<file path="src/rtl/victim_wb_buffer_pkg.sv">
// Shared L1 data cache definitions: address slicing, line width, drain states.
package victim_wb_buffer_pkg;

    localparam int ADR_W        = 32;
    localparam int BYTE_OFS_LSB = 0;
    localparam int BYTE_OFS_W   = 2;
    localparam int WORD_OFS_LSB = 2;
    localparam int WORD_OFS_W   = 2;
    localparam int INDEX_LSB    = 4;
    localparam int INDEX_W      = 6;
    localparam int TAG_LSB      = INDEX_LSB + INDEX_W;
    localparam int TAG_W        = ADR_W - TAG_LSB;
    localparam int LINE_LSB     = INDEX_LSB;
    localparam int LINE_ADR_W   = ADR_W - LINE_LSB;

    typedef enum logic {
        DRAIN_IDLE = 1'b0,
        DRAIN_REQ  = 1'b1
    } drain_state_t;

endpackage

</file>
<file path="src/rtl/victim_line_slot.sv">
// One buffered victim line: words, captured-word mask, valid, lookup match.
module victim_line_slot
    import victim_wb_buffer_pkg::*;
#(
    parameter int WORD_WIDTH        = 32,
    parameter int LINE_W            = LINE_ADR_W,
    parameter int WORD_OFFSET_WIDTH = 2,
    parameter int WORD_NUM          = 4
) (
    input  logic                         clk,
    input  logic                         rst,
    input  logic                         we,
    input  logic [WORD_OFFSET_WIDTH-1:0] we_word,
    input  logic [WORD_WIDTH-1:0]        we_dat,
    input  logic                         commit,
    input  logic [LINE_W-1:0]            commit_line,
    input  logic                         inval,
    input  logic [LINE_W-1:0]            lookup_line,
    input  logic [WORD_OFFSET_WIDTH-1:0] lookup_word,
    input  logic [WORD_OFFSET_WIDTH-1:0] rd_word,
    output logic [LINE_W-1:0]            line,
    output logic                         complete,
    output logic                         match,
    output logic [WORD_WIDTH-1:0]        lookup_dat,
    output logic [WORD_WIDTH-1:0]        rd_dat
);

    logic                                 valid;
    logic [WORD_NUM-1:0]                  mask;
    logic [WORD_NUM-1:0]                  we_bit;
    logic [WORD_NUM-1:0][WORD_WIDTH-1:0]  words;

    // a word captured in the commit cycle still counts toward completeness
    assign we_bit     = we ? (WORD_NUM'(1) << we_word) : '0;
    assign complete   = &(mask | we_bit);
    assign match      = valid && (line == lookup_line);
    assign lookup_dat = words[lookup_word];
    assign rd_dat     = words[rd_word];

    always_ff @(posedge clk or negedge rst) begin
        if (!rst) begin
            valid <= 1'b0;
            mask  <= '0;
            line  <= '0;
            words <= '0;
        end else begin
            if (we)
                words[we_word] <= we_dat;
            if (commit) begin
                valid <= 1'b1;
                line  <= commit_line;
                mask  <= '0;
            end else if (we) begin
                mask <= mask | we_bit;
            end
            if (inval)
                valid <= 1'b0;
        end
    end

endmodule

</file>
<file path="src/rtl/victim_wb_buffer.sv">
// Victim write-back buffer: FIFO of dirty lines, word drain, victim lookup.
module victim_wb_buffer
    import victim_wb_buffer_pkg::*;
#(
    parameter int WORD_WIDTH        = 32,
    parameter int ADR_WIDTH         = 32,
    parameter int WORD_OFFSET_WIDTH = 2,
    parameter int WORD_NUM          = 4,
    parameter int ENTRIES           = 2
) (
    input  logic                         clk,
    input  logic                         rst,
    input  logic                         victim_we_i,
    input  logic [WORD_OFFSET_WIDTH-1:0] victim_word_i,
    input  logic [WORD_WIDTH-1:0]        victim_dat_i,
    input  logic                         victim_commit_i,
    input  logic [ADR_WIDTH-1:0]         victim_adr_i,
    output logic                         victim_ready_o,
    output logic                         overflow_o,
    output logic                         wb_req_o,
    output logic [ADR_WIDTH-1:0]         wb_adr_o,
    output logic [WORD_WIDTH-1:0]        wb_dat_o,
    input  logic                         wb_ack_i,
    input  logic [ADR_WIDTH-1:0]         lookup_adr_i,
    output logic                         lookup_hit_o,
    output logic [WORD_WIDTH-1:0]        lookup_dat_o
);

    localparam int LINE_W = ADR_WIDTH - LINE_LSB;
    localparam int PTR_W  = $clog2(ENTRIES);
    localparam int CNT_W  = $clog2(ENTRIES + 1);
    localparam logic [CNT_W-1:0] FULL_CNT = CNT_W'(ENTRIES);
    localparam logic [WORD_OFFSET_WIDTH-1:0] LAST_WORD =
        WORD_OFFSET_WIDTH'(WORD_NUM - 1);

    logic [PTR_W-1:0]             wr_ptr;
    logic [PTR_W-1:0]             rd_ptr;
    logic [CNT_W-1:0]             count;
    drain_state_t                 state;
    logic [WORD_OFFSET_WIDTH-1:0] cnt;

    logic                         full;
    logic                         fill_we;
    logic                         commit_ok;
    logic                         last_ack;
    logic [WORD_OFFSET_WIDTH-1:0] rd_word;
    logic [LINE_W-1:0]            commit_line;
    logic [LINE_W-1:0]            lookup_line;
    logic [WORD_OFFSET_WIDTH-1:0] lookup_word;
    logic [LINE_W-1:0]            rd_line;
    logic [WORD_WIDTH-1:0]        rd_dat;
    logic                         hit_n;
    logic [WORD_WIDTH-1:0]        dat_n;
    logic                         unused;

    logic [ENTRIES-1:0]           slot_complete;
    logic [ENTRIES-1:0]           slot_match;
    logic [LINE_W-1:0]            slot_line   [ENTRIES];
    logic [WORD_WIDTH-1:0]        slot_rd_dat [ENTRIES];
    logic [WORD_WIDTH-1:0]        slot_lk_dat [ENTRIES];

    assign full           = (count == FULL_CNT);
    assign victim_ready_o = !full;
    assign fill_we        = victim_we_i && !full;
    assign commit_ok      = victim_commit_i && !full;
    assign last_ack       = (state == DRAIN_REQ) && wb_ack_i
                            && (cnt == LAST_WORD);
    assign rd_word        = (state == DRAIN_REQ)
                            ? cnt + WORD_OFFSET_WIDTH'(1) : '0;
    assign commit_line    = victim_adr_i[ADR_WIDTH-1:LINE_LSB];
    assign lookup_line    = lookup_adr_i[ADR_WIDTH-1:LINE_LSB];
    assign lookup_word    = lookup_adr_i[WORD_OFS_LSB +: WORD_OFFSET_WIDTH];
    assign rd_line        = slot_line[rd_ptr];
    assign rd_dat         = slot_rd_dat[rd_ptr];
    assign unused = ^{victim_adr_i[LINE_LSB-1:0],
                      lookup_adr_i[WORD_OFS_LSB-1:0]};

    for (genvar g = 0; g < ENTRIES; g++) begin : g_slot
        victim_line_slot #(
            .WORD_WIDTH       (WORD_WIDTH),
            .LINE_W           (LINE_W),
            .WORD_OFFSET_WIDTH(WORD_OFFSET_WIDTH),
            .WORD_NUM         (WORD_NUM)
        ) u_slot (
            .clk        (clk),
            .rst        (rst),
            .we         (fill_we && (wr_ptr == PTR_W'(g))),
            .we_word    (victim_word_i),
            .we_dat     (victim_dat_i),
            .commit     (commit_ok && (wr_ptr == PTR_W'(g))),
            .commit_line(commit_line),
            .inval      (last_ack && (rd_ptr == PTR_W'(g))),
            .lookup_line(lookup_line),
            .lookup_word(lookup_word),
            .rd_word    (rd_word),
            .line       (slot_line[g]),
            .complete   (slot_complete[g]),
            .match      (slot_match[g]),
            .lookup_dat (slot_lk_dat[g]),
            .rd_dat     (slot_rd_dat[g])
        );
    end

    // walk oldest to newest so the newest matching line wins
    always_comb begin
        logic [PTR_W-1:0] idx;
        idx   = '0;
        hit_n = 1'b0;
        dat_n = '0;
        for (int i = 0; i < ENTRIES; i++) begin
            idx = rd_ptr + PTR_W'(i);
            if (slot_match[idx]) begin
                hit_n = 1'b1;
                dat_n = slot_lk_dat[idx];
            end
        end
    end

    always_ff @(posedge clk or negedge rst) begin
        if (!rst) begin
            lookup_hit_o <= 1'b0;
            lookup_dat_o <= '0;
        end else begin
            lookup_hit_o <= hit_n;
            lookup_dat_o <= dat_n;
        end
    end

    always_ff @(posedge clk or negedge rst) begin
        if (!rst) begin
            wr_ptr     <= '0;
            rd_ptr     <= '0;
            count      <= '0;
            overflow_o <= 1'b0;
        end else begin
            if (commit_ok)
                wr_ptr <= wr_ptr + PTR_W'(1);
            if (last_ack)
                rd_ptr <= rd_ptr + PTR_W'(1);
            unique case ({commit_ok, last_ack})
                2'b10:   count <= count + CNT_W'(1);
                2'b01:   count <= count - CNT_W'(1);
                default: count <= count;
            endcase
            if (((victim_we_i || victim_commit_i) && full)
                || (commit_ok && !slot_complete[wr_ptr]))
                overflow_o <= 1'b1;
        end
    end

    always_ff @(posedge clk or negedge rst) begin
        if (!rst) begin
            state    <= DRAIN_IDLE;
            cnt      <= '0;
            wb_req_o <= 1'b0;
            wb_adr_o <= '0;
            wb_dat_o <= '0;
        end else begin
            unique case (state)
                DRAIN_IDLE: begin
                    if (count != '0) begin
                        state    <= DRAIN_REQ;
                        cnt      <= '0;
                        wb_req_o <= 1'b1;
                        wb_adr_o <= ADR_WIDTH'({rd_line, rd_word, 2'b00});
                        wb_dat_o <= rd_dat;
                    end
                end
                DRAIN_REQ: begin
                    if (wb_ack_i) begin
                        if (cnt == LAST_WORD) begin
                            state    <= DRAIN_IDLE;
                            wb_req_o <= 1'b0;
                        end else begin
                            cnt      <= rd_word;
                            wb_adr_o <= ADR_WIDTH'({rd_line, rd_word, 2'b00});
                            wb_dat_o <= rd_dat;
                        end
                    end
                end
                default: state <= DRAIN_IDLE;
            endcase
        end
    end

endmodule

</file>
<file path="config.mk">
export PLATFORM = sky130hd
export DESIGN_NAME = victim_wb_buffer
export DESIGN_NICKNAME = d
export VERILOG_FILES = /design/src/rtl/victim_wb_buffer_pkg.sv /design/src/rtl/victim_line_slot.sv /design/src/rtl/victim_wb_buffer.sv
export SDC_FILE = /design/constraint.sdc
export NUM_CORES = 1
export LEC_CHECK = 0
export BUFFER_PORTS_ARGS = -buffer_cell sky130_fd_sc_hd__buf_4
export CAP_MARGIN = 0
export CORE_MARGIN = 3
export CORE_UTILIZATION = 41
export DETAILED_ROUTE_END_ITERATION = 7
export SLEW_MARGIN = 20
export SYNTH_ARGS = -nofsm -noshare
export SYNTH_HDL_FRONTEND = slang
export SYNTH_SLANG_ARGS = --single-unit
</file>
<file path="constraint.sdc">
create_clock -name clk -period 2.6 [get_ports clk]
set_clock_uncertainty 0.05 [all_clocks]
set_input_delay 0.26 -clock clk [delete_from_list [all_inputs] [get_ports clk]]
set_output_delay 0.26 -clock clk [all_outputs]
set_load 0.005 [all_outputs]
</file>
Word-level counts from Yosys, hierarchy flattened
Index checks and enable logic that the tools add are counted.
- bits in registers: 428
- output and inout bits: 100
- $add $sub $neg: 5
- $lt $le $gt $ge: 9
- equal/unequal tests: 10
- shift-type cells: 1
- muxes and demuxes: 66
- bitwise logic cells: 7
- reductions and logical operators: 29
- operators by type and width (operator ; count):
    two-way mux 32 bit ; 22
    binary-select mux 32 bit (select 2 bit) ; 4
    bitwise mux 128 bit ; 2
    case mux 32 bit (2 select lines) ; 2
    two-way mux 28 bit ; 3
    demux 32 bit (select 2 bit) ; 1
    == test 28 bit ; 2
    two-way mux 4 bit ; 6
    two-way mux 1 bit ; 18
    logical AND 1 bit ; 15
    nonzero test 2 bit ; 6
    < comparator 2 x 3 -> 1 bit, second input constant ; 3
    two-way mux 2 bit ; 4
    bitwise OR 4 bit ; 2
    case mux 2 bit (2 select lines) ; 2
    AND reduction 4 bit ; 2
    == test 2 bit, second input constant ; 3
    < comparator 1 x 2 -> 1 bit, second input constant ; 3
    != test 2 bit, second input constant ; 3
    AND reduction 3 bit ; 2
    adder 2 x 1 -> 2 bit, second input constant ; 2
    >= comparator 2 bit, second input constant ; 2
    inverter 1 -> 2 bit ; 2
    case mux 1 bit (2 select lines) ; 2
    other kinds (9) ; 14

Depth between registers and ports, before layout
Gate-level depths: netlist of the first run.
- word-level depth: 12
- gate-level depth with buffers: 9
- mapped depth without buffers: 7

Cells and area by module
From an unflattened synthesis of the first run, not the netlist that was laid out.
- cell total of the unflattened synthesis: 1245
- area total of the unflattened synthesis: 20205.6 sq um
- by module, submodules not included (module ; times used ; cells each ; area each (sq um) ; seq. area each (sq um)):
    victim_line_slot at g_slot[0].u_slot ; 1 ; 464 ; 7773.7 ; 4028.9
    victim_line_slot at g_slot[1].u_slot ; 1 ; 464 ; 7771.2 ; 4028.9
    victim_wb_buffer ; 1 ; 317 ; 4660.7 ; 2552.4

Worst setup path after synthesis of the first run
No wires, ideal clock.
- path kind: register to register
- from: reg, netlist name wb_adr_o[2]
- to: reg wb_dat_o[11]
- arrival: 1.837 ns
- data required time: 2.413 ns
- setup slack: 0.576 ns
- stages on the path, launching flop included: 8
- buffers on the path: 3
- period minus slack after synthesis: 2.024 ns
- cell sequence: dfrtp_1 > buf_2 > nor2b_1 > buf_2 > buf_2 > mux4_2 > a21oi_1 > a21oi_1
- RTL lines (item ; RTL line ; RTL):
    to (signal assigned) ; victim_wb_buffer.sv:166 ; wb_dat_o <= rd_dat;
    to (signal assigned) ; victim_wb_buffer.sv:177 ; wb_dat_o <= rd_dat;
    to (decl) ; victim_wb_buffer.sv:22 ; output logic [WORD_WIDTH-1:0] wb_dat_o,

Worst setup path after layout of the first run
- from: reg g_slot[1].u_slot.line[9]
- to: reg lookup_dat_o[9]
- word-level cells in the longest chain between the ends: 6
- elaborated cells between the ends (all ways): 8
- those cells by class: eq/ne (1); mux (6); reduce/logical (1)
- RTL lines (item ; RTL line ; RTL):
    from (decl) ; victim_line_slot.sv:21 ; output logic [LINE_W-1:0] line,
    from (signal assigned) ; victim_line_slot.sv:51 ; line <= commit_line;
    == test 28 bit (*) ; victim_line_slot.sv:36 ; assign match = valid && (line == lookup_line);
    logical AND 1 bit (*) ; victim_line_slot.sv:36 ;
    two-way mux 1 bit (implied by the code) (2 in series) ; victim_wb_buffer.sv:112 ; if (slot_match[idx]) begin
    two-way mux 32 bit ; victim_wb_buffer.sv:112 ;
    two-way mux 32 bit (*) ; victim_wb_buffer.sv:112 ;
    via dat_n[9] ; victim_wb_buffer.sv:53 ; logic [WORD_WIDTH-1:0] dat_n;
    to (signal assigned) ; victim_wb_buffer.sv:125 ; lookup_dat_o <= dat_n;
    to (decl) ; victim_wb_buffer.sv:26 ; output logic [WORD_WIDTH-1:0] lookup_dat_o
Mark *: on every way through the listed nets, which the timed path passes. The rest lies on a longest branch. The select of a mux whose other input is x is not followed.
A chain may end at the register's enable or synchronous reset.

==> results.txt, run 1 <==
The flow ran to the end, and the final reports show no timing, DRC or antenna violations. The total area inside the core boundary comes to 48150 um2. Across the VDD grid, the largest voltage drop is 0.0008444 V. At the placement stage, the worst setup path has a slack of 0.1917 ns. The initial core utilization is 0.4186, and the last weighted congestion value of the routability-driven placer is 0.7908. 203 I/O pins were placed. The TritonCTS buffer count is 46, and the setup violation total in the final timing report is 0.

In this run the power density over the cells is 1241 nW/um2. In this run, synthesis produced a sequential element count of 424. The proportion of synthesized flip-flops having asynchronous set or reset is 1.000. The tool flagged a number of max-cap violations equal to 0.

The first-pass GRT wire length was 86260 um. In this run the static leakage power is 0.01090 uW. Of all nets on the critical path, the largest fanout is 17. The worst-margin pin slew is 0.8365 ns, and the number of nets still failing antenna checks after routing is 0. In this design, the stage delay of the slowest critical-path cell is 0.53 ns.

The worst register-to-register path has a setup slack of 0.21 ns. The number of max-slew violations in the final report was 0. After clock tree synthesis, the clock-pin slew on the worst setup and hold paths is 0.06 ns. A synthesized cell averages 13.27 um2.

The signal on the critical path passes through xor2_1 > nor4_1 > buf_4 > nand4_1 > a211o_2 > buf_12 > o22ai_1. From synthesis to final layout, the design area changed by 23.43%. After detailed routing, the average wire length per cell comes to 22.12 um. The clock sink count was 424. The HPWL after detailed placement is 35060 um.

The sum of internal, switching and leakage power was 30860 uW. The worst setup path is launched from a register. Fraction of final layout cells sized beyond drive strength 1: 0.4042. Derived from the worst setup path, the maximum achievable clock frequency is 419.1 MHz. Share of the core filled with cells in the final layout: 0.5167. TritonCTS built the clock tree. In the routed layout, each cell is associated on average with a via count of 5.505. The number of placed instances, taps included, is 2332. The required time at the worst-slack endpoint came out at 3.03 ns. The number of setup buffers added after CTS is 0. The global-route usage over all layers is 0.2115, and the pin count of the biggest net entering global routing is 79.

The root buffer cell chosen for the clock tree is sky130_fd_sc_hd__clkbuf_16. The critical path data arrival time was 2.82 ns. The commonest register cell after synthesis was sky130_fd_sc_hd__dfrtp_1. For the layout net count, the log shows 1892.

The most common cell after layout, fill and taps aside is sky130_fd_sc_hd__dfrtp_1. The worst min-delay path category is in -> reg. The detailed router placed 13.62k vias in this run. After detailed routing, the total wire length is 54760 um. The critical path is of the reg -> reg type. For the finished layout, the period the worst path requires is 2.386 ns. The die height is 227.7 um, and the number of H-tree branching levels is 2. Among all stages on the critical path, the largest delay is contributed by sky130_fd_sc_hd__a211o_2.

For this block, the initial DRC count from the detailed router was 815. The die covers 51860 um2. The number of global-route vias before repair was 14.52k; the hold buffer count at CTS was 63.

Counting both buffers and inverters, the worst setup path holds a total of 2. For the number of hold violations in the final report, the log shows 0. The kind of cell with the highest combined delay on the critical path is compound AO/OA/AOI/OAI gates. In this run the cell area of the synthesized design comes to 20160 um2. The number of remaining DRC errors is 0, and the number of flops mapped to enable cells by yosys is 0. The die is 227.7 um wide. The row count is 80, and the count of different cell masters after synthesis is 48. The run gives 1519 as the post-synthesis instance total. The longest clock path from root to sink contains 3 buffers. The tools report the detailed-router iteration count before antenna repair as 5. The ratio of final minimum period to clock period was 0.9177. Fraction of the yosys area taken by sequential cells: 0.5264. The initial antenna violation count was 4.

Setup repair after global routing left no endpoint under its margin. The final setup slack of the worst path is 0.2139 ns, and the clock latency on the worst-skew pair is 0.57 ns. The library cells used most frequently in the layout, excluding fill and tap cells, are sky130_fd_sc_hd__dfrtp_1, sky130_fd_sc_hd__mux2_2, sky130_fd_sc_hd__buf_4, sky130_fd_sc_hd__mux4_2, sky130_fd_sc_hd__nand2_1.

The count of cells in the finished layout, fillers not included, comes to 2475. The logs give 0.4402 for the worst max-slew margin expressed relative to the limit and 0 ns for the sum of negative setup slack. The number of gates resized after CTS was 0. The worst setup path is captured at a register. For this run, the number of Yosys warnings is 0.

The total of buffers placed on input and output ports was 194; the total congestion overflow was 0.
-- final cells by class --
type	count	area, um2
antenna	3	7.507
clock buffer	66	1348
clock inverter	11	115.1
fill	4154	23270
inverter	69	259.0
multi-input combinational	923	8885
sequential	424	10620
tap	656	820.8
timing repair buffer	323	2828
-- path summary, 6_finish.rpt --
| path | startpoint | endpoint | cells past startpoint |
|---|---|---|---|
| max | g_slot[1].u_slot.line[9]$_DFFE_PN0P_ | lookup_dat_o[9]$_DFF_PN0_ | 7 |
| min | wb_ack_i | rd_ptr$_DFFE_PN0P_ | 3 |
| max reg2reg | g_slot[1].u_slot.line[9]$_DFFE_PN0P_ | lookup_dat_o[9]$_DFF_PN0_ | 7 |
| min reg2reg | g_slot[1].u_slot.mask[1]$_DFFE_PN0P_ | g_slot[1].u_slot.mask[1]$_DFFE_PN0P_ | 2 |
| max in group asynchronous | rst | lookup_dat_o[2]$_DFF_PN0_ | 3 |
| min in group asynchronous | rst | g_slot[1].u_slot.words[15]$_DFFE_PN0P_ | 2 |
-- Yosys cell counts (2+ instances only) --
master | n | area [um2]
sky130_fd_sc_hd__dfrtp_1 | 424 | 10610
sky130_fd_sc_hd__mux2_2 | 284 | 3198
sky130_fd_sc_hd__mux4_2 | 104 | 2342
sky130_fd_sc_hd__nand2_1 | 97 | 364.1
sky130_fd_sc_hd__nor2_1 | 73 | 274.0
sky130_fd_sc_hd__a21oi_1 | 72 | 360.4
sky130_fd_sc_hd__inv_1 | 69 | 259.0
sky130_fd_sc_hd__clkbuf_1 | 49 | 183.9
sky130_fd_sc_hd__buf_2 | 42 | 210.2
sky130_fd_sc_hd__xor2_1 | 41 | 359.1
sky130_fd_sc_hd__o22ai_1 | 39 | 244.0
sky130_fd_sc_hd__mux2i_1 | 37 | 370.4
sky130_fd_sc_hd__nor2b_1 | 25 | 156.4
sky130_fd_sc_hd__a211oi_1 | 24 | 180.2
sky130_fd_sc_hd__nor3_1 | 21 | 105.1
sky130_fd_sc_hd__xnor2_1 | 20 | 175.2
sky130_fd_sc_hd__o32ai_1 | 18 | 157.7
sky130_fd_sc_hd__nor4_1 | 10 | 62.56
sky130_fd_sc_hd__nand4_1 | 6 | 37.54
sky130_fd_sc_hd__nor3_2 | 6 | 60.06
sky130_fd_sc_hd__o21a_1 | 6 | 45.04
sky130_fd_sc_hd__buf_1 | 5 | 18.77
sky130_fd_sc_hd__buf_4 | 5 | 37.54
sky130_fd_sc_hd__nand2b_1 | 5 | 31.28
sky130_fd_sc_hd__o311ai_0 | 5 | 43.79
sky130_fd_sc_hd__buf_6 | 3 | 33.78
sky130_fd_sc_hd__nand3_1 | 3 | 15.01
sky130_fd_sc_hd__o21ai_0 | 3 | 15.01
sky130_fd_sc_hd__and3_1 | 2 | 12.51
sky130_fd_sc_hd__and4_1 | 2 | 17.52
sky130_fd_sc_hd__ha_1 | 2 | 25.02
-- per-stage QoR --
stage,instance area [um2],hold slack [ns]
after CTS,24870,0.01999
after global routing,24880,0.07871
final,24880,0.04593
after detailed placement,22780,0.2123
after floorplan,20160,-0.08559
after global placement,22780,0.2082
-- tightest hold or removal path, stage by stage --
cell                      delay [ns]
sky130_fd_sc_hd__buf_4          0.11
sky130_fd_sc_hd__nand3_1        0.17
sky130_fd_sc_hd__xnor2_1        0.08
-- per-layer routing --
layer,part of all wire,routed length (um),track usage,up-vias
met1,0.45,24670,0.2962,7124
li1,-,-,-,6033
met4,0.025,1353,0.06334,2
met3,0.055,3002,0.03967,94
met5,0.00016,9,0,-
met2,0.47,25730,0.3372,371
-- power by group --
part	switching, uW	internal [uW]
Sequential	2370	9690
Combinational	5620	6770
Clock	2630	3780
Total	10600	20200
-- kinds of logic after synthesis --
| kind of cell | share of synthesized area |
|---|---|
| xor+xnor | 0.02651 |
| simple gates | 0.06009 |
| compound gates | 0.05543 |
| flops | 0.5264 |
| buf+inv | 0.03687 |
| mux | 0.2933 |
| fa+ha+maj | 0.001241 |
| other cells | 0.0001861 |
-- sequential cells by signal (all words and copies together) (netlist names) --
name	count
count	2
g_slot.u_slot.line	56
g_slot.u_slot.mask	8
g_slot.u_slot.valid	2
g_slot.u_slot.words	256
lookup_dat_o	32
lookup_hit_o	1
overflow_o	1
rd_ptr	1
state	1
wb_adr_o	30
wb_dat_o	32
wb_req_o	1
wr_ptr	1
(Power assumes the default switching activity.)
==> run 2, diff against run 1 <==
GPL_TIMING_DRIVEN = 0   (was unset)
SYNTH_HIERARCHICAL = 1   (was unset)
==> results.txt, run 2 <==
The length in cells of the worst reg-to-reg path was 7 (unchanged). Required time at the worst-slack endpoint: 3.03 ns (about the same). The top-level I/O count was 203 (unchanged); the number of flops mapped to enable cells by yosys was 0 (unchanged). The worst-margin pin slew came out at 0.8665 ns (+0.03003 ns). Setup repair after global routing could not meet its margin everywhere. The tools report the worst ir drop on vdd as 0.0005254 V (-38%).

The number of flip-flops under the largest register name is 256 (unchanged). The worst register-to-register path ends at lookup_dat_o[20]$_DFF_PN0_. For the half-perimeter wire length after placement, the log shows 35090 um (+0.11%).

The total instance count after detailed placement came out at 2099 (-10%). The most common cell in the synthesized netlist is sky130_fd_sc_hd__mux2_2. The maximum single-stage delay on the critical path was 0.40 ns (-0.13 ns). The library cell used most frequently in the layout, excluding fill and tap cells, is sky130_fd_sc_hd__mux2_2.

The global-route usage over all layers came out at 0.2049 (-0.006625). The commonest register cell after synthesis was sky130_fd_sc_hd__dfrtp_1. The multiplexer share of the synthesized area was 0.3853 (+0.09210); the highest fanout seen on the critical path was 10 (-7). The count of different cell masters after synthesis was 38 (-21%); the proportion of synthesized flip-flops having asynchronous set or reset was 1.000 (unchanged). The TritonCTS buffer count was 48 (+4.3%). The mean instance size in the synthesized netlist came out at 16.23 um2 (+22%).

Tracing the worst setup path back leads to its startpoint at g_slot[0].u_slot/line[26]$_DFFE_PN0P_. The total power divided by cell area is 1272 nW/um2 (+2.6%), and the first-pass GRT wire length is 81700 um (-5.3%). For the detailed-router iteration count before antenna repair, the log shows 4 (-1).

The last weighted congestion value of the routability-driven placer was 0.7511 (-5.0%); the average via count per standard cell was 5.454 (-0.93%). In this run the worst setup path terminates at lookup_dat_o[20]$_DFF_PN0_. The fraction of final layout cells sized beyond drive strength 1 was 0.5819 (+0.1777); the fraction of the yosys area taken by sequential cells was 0.5251 (-0.001304). The logs give 0 (unchanged) for the number of nets still failing antenna checks after routing and 99 (+25%) for the pin count of the biggest net entering global routing. Traced cell by cell, the critical path runs through xor2_1 > nor4_2 > nand4_1 > nor4_4 > a21boi_4 > buf_4 > a22o_1.

Register with the most flip-flops: g_slot.u_slot/words. The post-synthesis instance total was 1245 (-18%); the clock transition at the register clock pins on the worst setup and hold paths after CTS was 0.06 ns (about the same). The worst setup path is captured at a register.

After synthesis, the largest family of logic cells by area is multiplexers. For the violation count after the first detailed-routing iteration, the log shows 671 (-18%). Beginning of the worst register-to-register path: g_slot[0].u_slot/line[26]$_DFFE_PN0P_. The root buffer cell chosen for the clock tree is sky130_fd_sc_hd__clkbuf_16. The simple-gate portion of the synthesized area is 0.01938 (-0.04071), and the non-filler instance count after layout is 2257 (-8.8%). The row count is 80 (unchanged). The run gives 0 (unchanged) as the setup violation total in the final timing report. The slowest stage of the critical path belongs to the cell sky130_fd_sc_hd__dfrtp_1. The number of global-route vias before repair came out at 13.23k (-8.9%).

The worst max-slew margin expressed relative to the limit is 0.4223 (-0.01791). The largest registers in the layout are g_slot.u_slot/words x256, g_slot.u_slot/line x56. Kind of start point of the critical path: a register. The flop and latch count out of synthesis came out at 424 (unchanged). The worst setup path is of the reg -> reg kind. The post-synthesis share of cell area spent on full adders, half adders and majority gates is 0.001238 (-0.000003075). The maximum count of clock buffers along a single path came out at 3 (unchanged). Area growth from synthesis to layout: 23.99%. The sum of routed wire length over all layers is 53110 um (-3.0%).

Number of H-tree branching levels: 2 (unchanged). The worst min-delay path category is in -> async. The setup slack of the most critical reg-to-reg path came out at 0.05 ns (-0.16 ns). Of all cell types, the one taking the most synthesized area is sky130_fd_sc_hd__dfrtp_1. The xor-xnor portion of the synthesized cell area works out to 0.02644 (-0.00006566). The total of buffers placed on input and output ports is 193 (-0.52%), and the clock latency on the worst-skew pair is 0.57 ns (about the same). The minimum clock period is 2.545 ns (+0.1591 ns), and the proportion of netlist area held by the largest area contributor is 0.5251 (-0.001304).

For the number of max-slew violations in the final report, the log shows 0 (unchanged). The run finished with clean final reports. For the number of max-cap violations, the log shows 0 (unchanged). In the layout the commonest cells are sky130_fd_sc_hd__mux2_2, sky130_fd_sc_hd__dfrtp_1, sky130_fd_sc_hd__buf_4, sky130_fd_sc_hd__mux4_2, sky130_fd_sc_hd__dlygate4sd3_1. The ratio of final minimum period to clock period was 0.9789 (+0.06118); the initial antenna violation count was 2 (-2).

For the die area, the log shows 51980 um2 (+0.24%). Initial core utilization: 0.4188 (about the same). Sorting the synthesized cells by how often they occur yields sky130_fd_sc_hd__mux2_2, sky130_fd_sc_hd__dfrtp_1, sky130_fd_sc_hd__mux4_2, sky130_fd_sc_hd__buf_2, sky130_fd_sc_hd__xor2_1. The compound-cell area share of the yosys netlist works out to 0.01721 (-0.03822). The total core area came out at 48250 um2 (+0.21%). TritonCTS built the clock tree.

The tools report the clock sink count as 424 (unchanged). The tools report the maximum frequency from static timing analysis as 392.9 MHz (-6.2%). The wire length per cell after detailed routing works out to 23.53 um (+6.4%). Layout net count: 1671 (-12%). Number of hold violations in the final report: 0 (unchanged). The number of remaining DRC errors was 0 (unchanged). The area of the mapped netlist came out at 20210 um2 (+0.25%). The critical path data arrival time was 2.98 ns (+0.16 ns). The detailed-route via count was 12.31k (-9.7%); the count of yosys warnings during synthesis was 6 (+6). The share of the core filled with cells in the final layout is 0.5193 (+0.002559), and the static leakage is 0.01083 uW (-0.61%). The x dimension of the die works out to 228.0 um (+0.12%). Yosys attributes the largest share of cell area to sky130_fd_sc_hd__dfrtp_1, sky130_fd_sc_hd__mux2_2, sky130_fd_sc_hd__mux4_2. For the total congestion overflow, the log shows 0 (unchanged). The die height is 228.0 um (+0.12%).
==> run 2: timing repair <==
| action | CTS | global route |
|---|---|---|
| gates resized for setup | 38 | 20 |
| buffers inserted | 4 | 3 |
| endpoints found under the hold margin | 371 | 0 |
| endpoints found under the setup margin | 63 | 55 |
| pin swaps | 0 | 3 |
| hold buffers | 66 | 0 |
==> run 2: per-layer routing <==
layer	global-route usage	vias to the layer above	part of all wire
met4	0.06551	2	0.028
met1	0.2794	6573	0.44
met3	0.03680	92	0.044
met5	0	-	0.00024
met2	0.3353	275	0.49
li1	-	5367	-
==> run 2: worst max-delay path: cells and delay by family (launching register included) <==
kind	cells	cell delay, ns
compound gates	2	0.63
xor+xnor	1	0.17
buf+inv	1	0.29
flops	1	0.40
simple gates	3	0.94
==> run 2: cells by family (layout without fill, tap and decap cells) <==
family,count (synthesis),count (layout)
adder cells (fa/ha/maj),2,2
AO/OA/AOI/OAI,41,41
other,1,3
AND/OR/NAND/NOR,68,68
buffers and inverters,86,440
flip-flops,424,424
multiplexers,562,562
XOR/XNOR,61,61
==> run 2: area by class of cell <==
type	instances	area [um2]
Sequential cell	424	10610
Timing Repair Buffer	270	2280
Clock inverter	10	100.1
Buffer	81	560.5
Fill cell	4143	23190
Inverter	5	18.77
Clock buffer	74	1460
Multi-Input combinational cell	736	9198
Tap cell	656	820.8
Antenna cell	1	2.502
==> run 2: where the power goes <==
group	internal, uW	total (uW)	switching, uW	leakage, uW
logic	8190	13300	5110	0.00490
clock network	4030	6730	2690	0.000777
registers	9710	11800	2140	0.00516
==> run 2: how the worst min path moves through the flow <==
stage | end | depth (start not counted) | from
2_1_floorplan | count[0]$_DFFE_PN0P_ | 0 | rst
3_3_place_gp | g_slot[1].u_slot/mask[3]$_DFFE_PN0P_ | 2 | g_slot[1].u_slot/mask[3]$_DFFE_PN0P_
3_5_place_dp | lookup_dat_o[2]$_DFF_PN0_ | 1 | rst
4_1_cts | wb_dat_o[2]$_DFFE_PN0P_ | 2 | rst
5_1_grt | lookup_dat_o[2]$_DFF_PN0_ | 2 | rst
6_report | lookup_dat_o[2]$_DFF_PN0_ | 2 | rst
==> run 2: stage by stage <==
stage	setup slack [ns]	hold slack, ns	setup TNS, ns	cell area, um2	total power (uW)
floorplan	0.2386	-0.08559	0	20210	20870
global placement	-3.185	0.4136	-1355.34	22480	24620
detailed placement	-0.6108	0.1593	-29.23	22600	25050
CTS	-0.1001	0.1299	-1.598	24980	32140
global route	-0.003368	0.1706	-0.004865	25050	33750
finish	0.05486	0.1481	0	25050	31870
